<file path="src/rtl/alu_pkg.sv">
// rtl/alu_pkg.sv - shared state encoding and opcode constants for the serial adder
package alu_pkg;

  typedef enum logic [1:0] {
    ST_IDLE = 2'd0,
    ST_RUN  = 2'd1,
    ST_DONE = 2'd2
  } state_t;

  localparam logic OP_ADD = 1'b0;
  localparam logic OP_SUB = 1'b1;

endpackage

</file>
<file path="src/rtl/serial_add_ctrl_fa.sv">
// rtl/serial_add_ctrl_fa.sv - dataflow 1-bit full adder shared by the serial sequencer
module FA_df (
  output logic s,
  output logic cout,
  input  logic x,
  input  logic y,
  input  logic cin
);

  assign s    = x ^ y ^ cin;
  assign cout = (x & y) | (cin & (x ^ y));

endmodule

</file>
<file path="src/rtl/serial_add_ctrl.sv">
// rtl/serial_add_ctrl.sv - bit-serial add/subtract sequencer, LSB first, one FA per clock
module serial_add_ctrl
  import alu_pkg::*;
#(
  parameter int WIDTH = 32
) (
  input  logic             clk,
  input  logic             rst,
  input  logic             start,
  input  logic             op,
  input  logic [WIDTH-1:0] a,
  input  logic [WIDTH-1:0] b,
  output logic             busy,
  output logic             done,
  output logic [WIDTH-1:0] result,
  output logic             carry_out,
  output logic             overflow,
  output logic             zero
);

  localparam int CW = $clog2(WIDTH);

  state_t           r_state;
  state_t           w_next_state;
  logic [WIDTH-1:0] r_a_sh;
  logic [WIDTH-1:0] r_b_sh;
  logic [WIDTH-1:0] r_result;
  logic [CW-1:0]    r_cnt;
  logic             r_carry;
  logic             r_carry_out;
  logic             r_overflow;
  logic             r_zero;

  logic             w_s;
  logic             w_cout;
  logic             w_last;
  logic [WIDTH-1:0] w_shifted_result;

  FA_df u_fa (
    .s    (w_s),
    .cout (w_cout),
    .x    (r_a_sh[0]),
    .y    (r_b_sh[0]),
    .cin  (r_carry)
  );

  assign w_last           = (r_cnt == CW'(WIDTH - 1));
  assign w_shifted_result = {w_s, r_result[WIDTH-1:1]};

  always_ff @(posedge clk) begin
    if (rst) begin
      r_state <= ST_IDLE;
    end else begin
      r_state <= w_next_state;
    end
  end

  always_comb begin
    w_next_state = r_state;
    case (r_state)
      ST_IDLE: if (start) w_next_state = ST_RUN;
      ST_RUN:  if (w_last) w_next_state = ST_DONE;
      ST_DONE: w_next_state = ST_IDLE;
      default: w_next_state = ST_IDLE;
    endcase
  end

  always_comb begin
    busy = 1'b0;
    done = 1'b0;
    case (r_state)
      ST_RUN:  busy = 1'b1;
      ST_DONE: begin
        busy = 1'b1;
        done = 1'b1;
      end
      default: ;
    endcase
  end

  // Subtraction is a + ~b + 1: b is inverted at load and the +1 enters as the initial carry.
  always_ff @(posedge clk) begin
    if (rst) begin
      r_a_sh      <= '0;
      r_b_sh      <= '0;
      r_result    <= '0;
      r_cnt       <= '0;
      r_carry     <= 1'b0;
      r_carry_out <= 1'b0;
      r_overflow  <= 1'b0;
      r_zero      <= 1'b0;
    end else begin
      case (r_state)
        ST_IDLE: begin
          if (start) begin
            r_a_sh  <= a;
            r_b_sh  <= (op == OP_SUB) ? ~b : b;
            r_carry <= op;
            r_cnt   <= '0;
          end
        end
        ST_RUN: begin
          r_a_sh   <= r_a_sh >> 1;
          r_b_sh   <= r_b_sh >> 1;
          r_result <= w_shifted_result;
          r_carry  <= w_cout;
          r_cnt    <= r_cnt + 1'b1;
          if (w_last) begin
            r_overflow  <= r_carry ^ w_cout;
            r_carry_out <= w_cout;
            r_zero      <= (w_shifted_result == '0);
          end
        end
        default: ;
      endcase
    end
  end

  assign result    = r_result;
  assign carry_out = r_carry_out;
  assign overflow  = r_overflow;
  assign zero      = r_zero;

endmodule

</file>
<file path="config.mk">
export PLATFORM = sky130hd
export DESIGN_NAME = serial_add_ctrl
export DESIGN_NICKNAME = d
export VERILOG_FILES = /design/src/rtl/alu_pkg.sv /design/src/rtl/serial_add_ctrl_fa.sv /design/src/rtl/serial_add_ctrl.sv
export SDC_FILE = /design/constraint.sdc
export NUM_CORES = 1
export LEC_CHECK = 0
export ABC_CLOCK_PERIOD_IN_PS = 3250
export CORE_ASPECT_RATIO = 0.6
export CORE_MARGIN = 3
export CORE_UTILIZATION = 25
export CTS_CLUSTER_SIZE = 30
export DETAILED_ROUTE_END_ITERATION = 8
export GPL_ROUTABILITY_DRIVEN = 0
export HOLD_SLACK_MARGIN = 0.02
export PLACE_DENSITY = 0.51
export SETUP_SLACK_MARGIN = 0.2
export SKIP_LAST_GASP = 1
export SLEW_MARGIN = 40
export SYNTH_ARGS = -nofsm -noshare
export SYNTH_HDL_FRONTEND = slang
export SYNTH_SLANG_ARGS = --single-unit
</file>
<file path="constraint.sdc">
create_clock -name clk -period 3.25 [get_ports clk]
set_input_delay 0.65 -clock clk [delete_from_list [all_inputs] [get_ports clk]]
set_output_delay 0.65 -clock clk [all_outputs]
set_load 0.05 [all_outputs]
</file>
==> PnR_summary.wiki <==
{| class="wikitable"
! Metric !! Value
|-
| Status || finished clean
|-
| Maximum clock skew at final layout || ~0.010 ns
|-
| Total global routing track utilization || 0.1128
|-
| Post-synthesis net count || 643
|-
| Total of endpoints with negative setup slack in the final report || 0
|-
| Std-Cell Core Area || 19420 um2
|-
| Top area cells in the synthesized netlist || sky130_fd_sc_hd__dfxtp_1 (42%), sky130_fd_sc_hd__mux2i_1 (13%), sky130_fd_sc_hd__a211oi_2 (7.4%), sky130_fd_sc_hd__nand2_1 (7.4%), sky130_fd_sc_hd__xnor2_1 (5.5%)
|-
| Mapped Avg Cell Area || 8.908 um2
|-
| Cell with the largest stage delay on the worst path || sky130_fd_sc_hd__clkdlybuf4s50_1
|-
| Worst Max-Slew Pin Slew || 0.6987 ns
|-
| Count of flip-flops with a built-in enable after synthesis || 0
|-
| Fmax achieved || approximately 380 MHz
|-
| Global route overflow || 0
|-
| Endpoint class of the critical path || primary output
|-
| Synth top area share || 0.4241
|-
| Global-route wire length before repair || 20140 um
|-
| Total setup buffers inserted after CTS || 0
|-
| Root buffer selected by CTS || sky130_fd_sc_hd__clkbuf_16
|-
| Area of the die || about 22000 um2
|-
| Overall routed net length || 12270 um
|-
| Maximum number of pins on one net before global-route repair || 74
|-
| Clock transition at the register clock pins on the worst setup and hold paths after CTS || around 0.080 ns
|-
| Final setup margin || around 0.63 ns
|-
| Standard-cell rows || 39
|-
| Relative slew margins || 0.5342
|-
| Biggest cell delay along the critical path || roughly 0.8 ns
|-
| H-Tree Depth || 3
|-
| Nets || ~720
|-
| Commonest cells after routing, fill and taps aside || sky130_fd_sc_hd__dfxtp_1 (107), sky130_fd_sc_hd__clkdlybuf4s50_1 (102), sky130_fd_sc_hd__nand2_1 (99)
|-
| Data required time at the worst endpoint || between 2 and 3 ns
|-
| Fraction of final layout cells with drive strength greater than 1 || 0.09356
|-
| Vias per inst || ~4.4
|-
| Setup_tns || 0 ns
|-
| 1st-pass router iterations || 5
|-
| Maximum vdd drop || 0.5460 mV
|-
| Worst slack at placement || 0.9838 ns
|-
| Clock tree sinks || 107
|-
| RSZ-0062 raised after global routing || false
|-
| Latest clock arrival within the worst-skew pair || between 0.3 and 0.4 ns
|-
| Worst min path class || flip-flop to flip-flop
|-
| Area of the mapped netlist || 5051 um2
|-
| Most common cell after layout, fill and taps aside || sky130_fd_sc_hd__dfxtp_1
|-
| Die Wd || 189.5 um
|-
| Total clock buffers created by CTS || 9
|-
| Antenna diode instance count || 0
|-
| Cell count after synthesis || around 570
|-
| Half-perimeter wire length after placement || about 8500 um
|-
| Vias after detailed routing || between 4000 and 5000
|-
| Num ports || approximately 110
|-
| Number of different library cells in the post-synthesis netlist || 35
|-
| Worst setup path class || flip-flop to primary output
|-
| Initial antenna violation count || 0
|-
| Number of buffers inserted by hold repair at cts || 0
|-
| # resized after CTS || 0
|-
| Leakage power total || 2.308 nW
|-
| Top FF cell, synth || sky130_fd_sc_hd__dfxtp_1
|-
| Remaining routing DRC violations || 0
|-
| Detailed router's first-iteration violation count || between 200 and 250
|-
| Largest fanout of any net on the critical path || 4
|-
| Initial standard-cell utilization of the core || 0.2601
|-
| Worst Path Arrival || 1.97 ns
|-
| Ordered cell list for the critical path || inv_1 > ha_1 > clkdlybuf4s50_1
|-
| Max clock buf depth || 2
|-
| Max-slew violations || 0
|-
| Final period util || 0.8066
|-
| Max-cap violation count || 0
|-
| Period minus WS final || about 2.6 ns
|-
| Power density cells || 811.9 nW/um2
|-
| Wire per inst || roughly 13 um
|-
| Ys async rst share || 0
|-
| Vias in the first global route || 3868
|-
| Sequential area share after synthesis || 0.4241
|-
| Count of port buffers added during placement || between 100 and 150
|-
| Kind of launch point of the worst setup path || flip-flop
|-
| Yosys warning count || 0
|-
| CTS tree || yes
|-
| Overall power of the completed layout || approximately 5.4 mW
|-
| Final Hold Vio Count || 0
|-
| Die height || between 100 and 150 um
|-
| Synth Register Bits || 107
|-
| Area growth from synthesis to layout || 31.36%
|-
| Largest area contributor in the netlist || sky130_fd_sc_hd__dfxtp_1
|-
| Final antenna-violating net count || 0
|}
[synthesized netlist by cell type (all sizes together) (2+ instances only)]
| library cell | n |
|---|---|
| dfxtp | 107 |
| nand2 | 99 |
| nor2 | 74 |
| mux2i | 66 |
| a21oi | 38 |
| o21ai | 34 |
| a211oi | 32 |
| xnor2 | 32 |
| buf | 26 |
| clkbuf | 18 |
| ha | 7 |
| nor4 | 7 |
| inv | 3 |
| nand3 | 3 |
| nor3 | 3 |
| a32oi | 2 |
| nor2b | 2 |
| nor3b | 2 |
[where the power goes]
| part | switching [mW] | total [mW] | internal [mW] |
|---|---|---|---|
| Sequential | 0.192 | 1.86 | 1.67 |
| Clock | 0.524 | 1.21 | 0.690 |
| Combinational | 1.36 | 2.31 | 0.948 |
| Total | 2.08 | 5.39 | 3.31 |
[final cells by class]
class / count / area, um2
Inverter: 3 / 11.26
Clock buffer: 9 / 225.2
Tap cell: 266 / 332.8
Timing Repair Buffer: 113 / 1137
Multi-Input combinational cell: 413 / 2681
Sequential cell: 107 / 2142
Fill cell: 2026 / 12790
Clock inverter: 7 / 105.1
[path summary, 6_finish.rpt]
path | slack, ns | depth (start not counted) | end | from
worst max-delay path | 0.63 | 3 | busy | r_state[0]
worst min-delay path | 0.45 | 2 | r_b_sh[15] | r_b_sh[15]
worst max register to register | 1.05 | 7 | r_a_sh[3] | r_state[1]
worst min register to register | 0.45 | 2 | r_b_sh[15] | r_b_sh[15]
[registers in the layout, summed over array words and instances (netlist names)]
signal	cells
r_cnt	5
result	32
zero	1
carry_out	1
overflow	1
r_state	2
r_a_sh	32
r_carry	1
r_b_sh	32
[stage by stage]
stage,utilization,hold slack [ns],std cells,cell area [um2]
after floorplan,-,0.4316,567,5051
after global routing,0.3416,0.4688,918,6635
after global placement,0.3233,0.4383,900,6279
final,0.3416,0.4500,918,6635
after detailed placement,0.3246,0.4433,902,6305
after CTS,0.3416,0.4530,918,6635
[cell families (layout without fill, tap and decap cells)]
| group | after synthesis | count (layout) | synth area share |
|---|---|---|---|
| AND/OR/NAND/NOR | 197 | 197 | 0.1603 |
| multiplexers | 66 | 66 | 0.1308 |
| buffers and inverters | 47 | 132 | 0.04904 |
| flip-flops | 107 | 107 | 0.4241 |
| XOR/XNOR | 33 | 33 | 0.05722 |
| adder cells (fa/ha/maj) | 8 | 8 | 0.02130 |
| AO/OA/AOI/OAI | 109 | 109 | 0.1573 |
[per-layer routing]
metal | wire, um | GRT usage | up-vias
met5 | 0 | 0 | -
met4 | 80 | 0.02264 | 0
met1 | 6652 | 0.1667 | 1830
li1 | - | - | 2080
met3 | 874 | 0.04109 | 8
met2 | 4661 | 0.1563 | 95
[worst max-delay path: cells and delay by family, from the launching register on]
family,cells,cell delay (ns)
buffers and inverters,2,0.91
DFF,1,0.43
adders and majority gates,1,0.29
(Power assumes the default switching activity.)
